$ cat src/rtl/axis_bram_player_pkg.sv
// ============================================================================
// Module  : axis_bram_player_pkg
// Brief   : Shared FSM encoding and read-pipeline constants for the player.
// Revision: 1.0 - initial release
// ============================================================================
`default_nettype none

package axis_bram_player_pkg;

  typedef enum logic [1:0] {
    ST_IDLE  = 2'd0,
    ST_RUN   = 2'd1,
    ST_DRAIN = 2'd2,
    ST_DONE  = 2'd3
  } state_t;

  localparam int unsigned C_BRAM_RD_LATENCY = 1;

  // Skid depth needed to absorb every word still in flight when the sink stalls.
  localparam logic [2:0] C_CREDIT_LIMIT = 3'(C_BRAM_RD_LATENCY + 1);

endpackage

`default_nettype wire

$ cat src/rtl/bram_read_skid.sv
// ============================================================================
// Module  : bram_read_skid
// Brief   : 2-entry register FIFO; output is taken straight from the head reg.
// Revision: 1.0 - initial release
// ============================================================================
`default_nettype none

module bram_read_skid #(
  parameter int WIDTH = 32
) (
  input  logic             clk,
  input  logic             rst_n,
  input  logic [WIDTH-1:0] in_data,
  input  logic             in_valid,
  output logic [WIDTH-1:0] out_data,
  output logic             out_valid,
  input  logic             out_ready,
  output logic [1:0]       count
);

  logic [WIDTH-1:0] r_head;
  logic [WIDTH-1:0] r_tail;
  logic [1:0]       r_count;
  logic             w_pop;

  assign w_pop = (r_count != 2'd0) && out_ready;

  // Upstream credit accounting guarantees no push ever lands on a full FIFO.
  always_ff @(posedge clk or negedge rst_n) begin
    if (!rst_n) begin
      r_head  <= '0;
      r_tail  <= '0;
      r_count <= 2'd0;
    end else begin
      case ({in_valid, w_pop})
        2'b01: begin
          r_head  <= r_tail;
          r_count <= r_count - 2'd1;
        end
        2'b10: begin
          if (r_count == 2'd0) r_head <= in_data;
          else                 r_tail <= in_data;
          r_count <= r_count + 2'd1;
        end
        2'b11: begin
          if (r_count == 2'd1) begin
            r_head <= in_data;
          end else begin
            r_head <= r_tail;
            r_tail <= in_data;
          end
        end
        default: ;
      endcase
    end
  end

  assign out_data  = r_head;
  assign out_valid = (r_count != 2'd0);
  assign count     = r_count;

endmodule

`default_nettype wire

$ cat src/rtl/axis_bram_player.sv
// ============================================================================
// Module  : axis_bram_player
// Brief   : Streams a preloaded BRAM table out on AXI4-Stream, one-shot or looped.
// Revision: 1.0 - initial release
// ============================================================================
`default_nettype none

module axis_bram_player
  import axis_bram_player_pkg::*;
#(
  parameter int AXIS_TDATA_WIDTH = 32,
  parameter int BRAM_ADDR_WIDTH  = 10,
  parameter int CONTINUOUS       = 0
) (
  input  logic                        aclk,
  input  logic                        aresetn,
  input  logic                        cfg_enable,
  input  logic [BRAM_ADDR_WIDTH:0]    cfg_length,
  output logic [BRAM_ADDR_WIDTH-1:0]  sts_addr,
  output logic                        sts_done,
  output logic [AXIS_TDATA_WIDTH-1:0] m_axis_tdata,
  output logic                        m_axis_tvalid,
  output logic                        m_axis_tlast,
  input  logic                        m_axis_tready,
  output logic                        bram_porta_clk,
  output logic                        bram_porta_rst,
  output logic [BRAM_ADDR_WIDTH-1:0]  bram_porta_addr,
  input  logic [AXIS_TDATA_WIDTH-1:0] bram_porta_rddata
);

  localparam int C_SKID_W = AXIS_TDATA_WIDTH + BRAM_ADDR_WIDTH + 1;

  state_t                      r_state;
  state_t                      w_state_next;
  logic [BRAM_ADDR_WIDTH-1:0]  r_addr;
  logic [BRAM_ADDR_WIDTH-1:0]  r_last_addr;
  logic [BRAM_ADDR_WIDTH-1:0]  r_rd_addr;
  logic [BRAM_ADDR_WIDTH-1:0]  r_sts_addr;
  logic                        r_rd_valid;
  logic                        r_rd_last;
  logic                        r_pass_done;
  logic [BRAM_ADDR_WIDTH:0]    w_len_m1;
  logic                        w_is_last;
  logic                        w_issue;
  logic                        w_pop;
  logic                        w_empty;
  logic [1:0]                  w_count;
  logic [2:0]                  w_occupancy;
  logic [C_SKID_W-1:0]         w_skid_in;
  logic [C_SKID_W-1:0]         w_skid_out;
  logic                        w_skid_valid;

  assign w_pop       = w_skid_valid & m_axis_tready;
  // Occupancy net of the word leaving this cycle keeps the stream bubble-free.
  assign w_occupancy = {1'b0, w_count} - {2'b00, w_pop} + {2'b00, r_rd_valid};
  assign w_is_last   = (r_addr == r_last_addr);
  assign w_issue     = (r_state == ST_RUN) && cfg_enable && (w_occupancy < C_CREDIT_LIMIT);
  assign w_empty     = (w_count == 2'd0) && !r_rd_valid;
  assign w_len_m1    = cfg_length - (BRAM_ADDR_WIDTH + 1)'(1);

  always_comb begin
    w_state_next = r_state;
    case (r_state)
      ST_IDLE:  if (cfg_enable && (cfg_length != '0)) w_state_next = ST_RUN;
      ST_RUN: begin
        if (!cfg_enable)                                      w_state_next = ST_DRAIN;
        else if (w_issue && w_is_last && (CONTINUOUS == 0))   w_state_next = ST_DRAIN;
      end
      ST_DRAIN: if (w_empty) w_state_next = r_pass_done ? ST_DONE : ST_IDLE;
      ST_DONE:  if (!cfg_enable) w_state_next = ST_IDLE;
      default:  w_state_next = ST_IDLE;
    endcase
  end

  always_ff @(posedge aclk or negedge aresetn) begin
    if (!aresetn) begin
      r_state     <= ST_IDLE;
      r_addr      <= '0;
      r_last_addr <= '0;
      r_rd_addr   <= '0;
      r_rd_valid  <= 1'b0;
      r_rd_last   <= 1'b0;
      r_pass_done <= 1'b0;
      r_sts_addr  <= '0;
    end else begin
      r_state    <= w_state_next;
      r_rd_valid <= w_issue;
      if ((r_state == ST_IDLE) && (w_state_next == ST_RUN)) begin
        r_addr      <= '0;
        r_last_addr <= w_len_m1[BRAM_ADDR_WIDTH-1:0];
        r_pass_done <= 1'b0;
      end
      // The BRAM samples r_addr on this edge; its data is pushed one edge later.
      if (w_issue) begin
        r_rd_addr <= r_addr;
        r_rd_last <= w_is_last;
        r_addr    <= (w_is_last && (CONTINUOUS != 0)) ? '0 : r_addr + BRAM_ADDR_WIDTH'(1);
        if (w_is_last && (CONTINUOUS == 0)) r_pass_done <= 1'b1;
      end
      if (w_pop) r_sts_addr <= w_skid_out[C_SKID_W-1 -: BRAM_ADDR_WIDTH];
    end
  end

  assign w_skid_in = {r_rd_addr, r_rd_last, bram_porta_rddata};

  bram_read_skid #(
    .WIDTH (C_SKID_W)
  ) u_skid (
    .clk       (aclk),
    .rst_n     (aresetn),
    .in_data   (w_skid_in),
    .in_valid  (r_rd_valid),
    .out_data  (w_skid_out),
    .out_valid (w_skid_valid),
    .out_ready (m_axis_tready),
    .count     (w_count)
  );

  assign m_axis_tdata    = w_skid_out[AXIS_TDATA_WIDTH-1:0];
  assign m_axis_tvalid   = w_skid_valid;
  assign m_axis_tlast    = w_skid_valid & w_skid_out[AXIS_TDATA_WIDTH];
  assign sts_addr        = r_sts_addr;
  assign sts_done        = (r_state == ST_DONE);
  assign bram_porta_clk  = aclk;
  assign bram_porta_rst  = ~aresetn;
  assign bram_porta_addr = r_addr;

endmodule

`default_nettype wire

$ cat config.mk
export PLATFORM = sky130hd
export DESIGN_NAME = axis_bram_player
export DESIGN_NICKNAME = d
export VERILOG_FILES = /design/src/rtl/axis_bram_player_pkg.sv /design/src/rtl/bram_read_skid.sv /design/src/rtl/axis_bram_player.sv
export SDC_FILE = /design/constraint.sdc
export NUM_CORES = 1
export LEC_CHECK = 0
export BUFFER_PORTS_ARGS = -buffer_cell sky130_fd_sc_hd__buf_2
export CAP_MARGIN = 30
export CELL_PAD_IN_SITES_DETAIL_PLACEMENT = 1
export CELL_PAD_IN_SITES_GLOBAL_PLACEMENT = 1
export CORE_MARGIN = 2
export CORE_UTILIZATION = 40
export CTS_CLUSTER_SIZE = 25
export DETAILED_ROUTE_END_ITERATION = 8
export PLACE_DENSITY = 0.79
export REMOVE_ABC_BUFFERS = 1
export SLEW_MARGIN = 5
export SYNTH_ARGS = -nofsm -noshare
export SYNTH_HDL_FRONTEND = slang
export SYNTH_HIERARCHICAL = 1
export SYNTH_SLANG_ARGS = --single-unit
$ cat constraint.sdc
create_clock -name aclk -period 3.1 [get_ports aclk]
set_input_delay 0.465 -clock aclk [delete_from_list [all_inputs] [get_ports aclk]]
set_output_delay 0.465 -clock aclk [all_outputs]
set_load 0.05 [all_outputs]
==> metrics.md <==
| Metric | Value |
|---|---|
| CP most frequent cell | `inv_1` |
| # rows | `45` |
| Crit start category | `register` |
| GR peak layer | `met2` |
| Yosys top cell area share | `0.5308` |
| Final Non-Filler Cells | `858` |
| Yosys warnings | `6` |
| Worst path max stage delay | `~0.38 ns` |
| CTS clock-pin slew for the worst setup and hold paths | `roughly 0.06 ns` |
| Worst-Margin Slew | `0.8569 ns` |
| Max Fclk | `343.3 MHz` |
| Crit-path cells | `inv_1, ha_2, inv_1, nand2_1, inv_1, ha_1, nand2b_1, fa_1, xor2_1, nand4b_1, buf_6, or3_1, nand3_1` |
| Post-route cell area | `roughly 7600 um^2` |
| Max FO, Critical Path | `23` |
| Combinational share of power | `0.414` |
| Reg2reg start | `u_skid/count[1]` |
| Die area | `about 17000 um^2` |
| Iter 0 DRT Violations | `around 240` |
| Most numerous cell in the Yosys netlist | `dfrtp_1` |
| Max Slew Vio Count | `0` |
| Worst Clk Skew | `roughly 0.0085 ns` |
| Clk_lat worst skew | `approximately 0.53 ns` |
| Synthesized cell area | `between 6000 and 7000 um^2` |
| Layout cells sized above 1 | `0.3338` |
| Peak supply drop | `0.6116 mV` |
| Final net count | `691` |
| M2 GR Usage | `0.3390` |
| Yosys reg bits | `~130` |
| Type of the most critical hold path | `input pin to register` |
| WP data arrival | `3.38 ns` |
| DRC | `0` |
| Area of the core | `between 15000 and 20000 um^2` |
| Vias/cell | `about 5.4` |
| Power density over cell area | `roughly 1100 nW/um^2` |
| FFs w/ async S/R, synth | `1.000` |
| Ant. Diodes | `0` |
| GR Layer Usage met1 | `0.2572` |
| CP delay by family, top | `simple AND/OR/NAND/NOR gates` |
| Routed wire per std cell | `~18 um` |
| Hold Path Sink | `r_last_addr[0]` |
| Avg Cell Area, Syn | `roughly 12 um^2` |
| Placed wire-length estimate | `about 10 mm` |
| Pre-CTS setup slack | `-0.001835 ns` |
| Cell variety after synth | `54` |
| Initial Utilization | `0.4109` |
| Global route overflow | `0` |
| DIE HEIGHT | `approximately 130 um` |
| Leakage Power | `approximately 3.7 nW` |
| Post-synth EDFFs | `0` |
| RSZ-0062 raised after global routing | `no` |
| Internal reg-to-reg setup slack | `0.19 ns` |
| Mapped Cells | `532` |
| Hold depth | `2` |
| Pre-antenna DRT Iters | `4` |
| Max-cap check violation count | `0` |
| GR Util All Layers | `0.2027` |
| Vias in the first global route | `slightly above 5000` |
| First-pass GRT wire length | `approximately 26 mm` |
| Slew HR | `0.4287` |
| Worst Path Buf+Inv | `4` |
| Switching share of power | `0.4212` |
| Worst hold path startpoint | `cfg_length[0]` |
| Leading area contributor after synthesis | `dfrtp_1` |
| Number of port buffers | `103` |
| Largest net degree at the start of global routing | `87` |
| Cell Count Post-Placement | `roughly 820` |
| Clock power frac | `0.252` |
| Overall power | `around 0.0086 W` |
| Antenna viol nets, final | `0` |
| Fin util | `0.4961` |
| Slowest stage cell, crit path | `dfrtp_1` |
| Time the worst path needs with I/O delays and setup | `between 2 and 3 ns` |
| Sequential-to-total area share from yosys stat | `0.5308` |
| GRT met3 Usage | `0.04913` |
| Final Worst Setup Slack | `about 0.19 ns` |
| R2r endpoint | `bram_porta_addr[7]` |
| Internal | `0.004998 W` |
| Top cells by area, synth | `dfrtp_1, mux2_4, a32oi_1` |
| P_sw | `between 0.003 and 0.004 W` |
| R2R depth | `13` |
| Antenna violations before repair | `0` |
| I/O Pins | `approximately 100` |
| Setup violators final | `0` |
| CTS tree | `built` |
| Area growth syn-to-layout | `20.73%` |
| Final hold violations | `0` |
| Sequential share of power | `0.334` |
| Die W | `approximately 130 um` |
| Routability cong. | `between 0.7 and 0.8` |
| CP endpoint kind | `register` |
| Top post-synthesis cells by count | `dfrtp_1, nor2_1, a21oi_1, nand2_1, a32oi_1` |
| Status | `finished clean` |
| Crit path kind | `register to register` |
| Ys flop type | `dfrtp_1` |
| Detailed Route WL | `approximately 16 mm` |
| Area post-placement | `about 6900 um^2` |
| Fin crit share | `0.9396` |
| Routed via count | `roughly 4600` |
| CP Data Required Time | `3.57 ns` |
[through the flow]
stage	setup TNS [ns]	hold WS [ns]
3_5_place_dp	-0.001835	0.4726
3_3_place_gp	0	0.4614
5_1_grt	0	0.1592
6_report	0	0.1504
4_1_cts	0	0.1374
2_1_floorplan	-55.93	0.1694
[routing by layer]
metal,routed length [um],share of wire
met1,6898,0.44
met5,0,0
met2,7796,0.49
met3,834,0.053
met4,259,0.016
[area by class of cell]
type / count / area [um^2]
fill: 1626 / 7689
tap: 211 / 264.0
clock buffer: 24 / 546.8
multi-input combinational: 350 / 2659
timing repair buffer: 114 / 613.1
inverter: 14 / 55.05
clock inverter: 12 / 103.9
sequential: 133 / 3328
[cell usage in the layout, fill, tap and decap left out, drive strengths merged, types with 3 or more instances in the layout]
master	instances
a21o	3
xnor2	5
nand3	8
a21oi	50
inv	15
clkinv	7
and3	5
o21ai	6
clkbuf	23
xor2	14
buf	114
mux2	55
ha	9
dfrtp	133
nor2	59
o22a	3
nor4	6
and2	4
a31oi	5
clkinvlp	3
nand2	45
a32oi	43
mux2i	3
[registers in the layout, summed over array words and instances, names as in the netlist]
register	count
r_pass_done	1
sts_addr	10
r_rd_last	1
u_skid/out_data	43
u_skid/count	2
r_state	2
r_rd_addr	10
u_skid/r_tail	43
bram_porta_addr	10
r_last_addr	10
r_rd_valid	1
[power groups by stage]
stage	sequential, W	combinational, W	clock (W)
after floorplan	0.00384	0.00164	0
after global placement	0.00285	0.00343	0.0000615
after detailed placement	0.00292	0.00356	0.0000615
after CTS	0.00289	0.00360	0.00221
after global routing	0.00297	0.00387	0.00229
final	0.00289	0.00358	0.00217
[worst reg2reg max path: stages, from the launching register on]
cell      delay [ns]
dfrtp_1         0.38
inv_1           0.10
ha_2            0.24
inv_1           0.09
nand2_1         0.10
inv_1           0.05
ha_1            0.27
nand2b_1        0.16
fa_1            0.38
xor2_1          0.15
nand4b_1        0.26
buf_6           0.24
or3_1           0.36
nand3_1         0.07
[worst max path at each step]
| stage | end | cells past startpoint | from | slack, ns |
|---|---|---|---|---|
| after floorplan | r_state[0] | 13 | u_skid/count[1] | -1.01 |
| after global placement | bram_porta_addr[9] | 13 | u_skid/count[1] | 0.22 |
| after detailed placement | r_state[0] | 13 | u_skid/count[1] | -0.002 |
| after CTS | r_state[0] | 13 | u_skid/count[1] | 0.15 |
| after global routing | r_state[0] | 13 | u_skid/count[1] | 0.006 |
| final | bram_porta_addr[7] | 13 | u_skid/count[1] | 0.19 |
[timing repair]
item | CTS | global route
hold buffers | 1 | 0
setup endpoints to repair | 1 | 6
buffers inserted | 0 | 0
pin swaps | 0 | 0
endpoints found under the hold margin | 55 | 0
gates resized for setup | 1 | 4
[logic make-up after synthesis]
family | Yosys count | share of synthesized area
and+or+nand+nor | 141 | 0.1080
DFF | 133 | 0.5308
AOI/OAI and AO/OA | 122 | 0.1375
muxes | 58 | 0.1275
buffers and inverters | 49 | 0.04849
xor gates and xnor gates | 19 | 0.02654
adders and majority gates | 10 | 0.02115
Power figures use the tool's default switching activity.
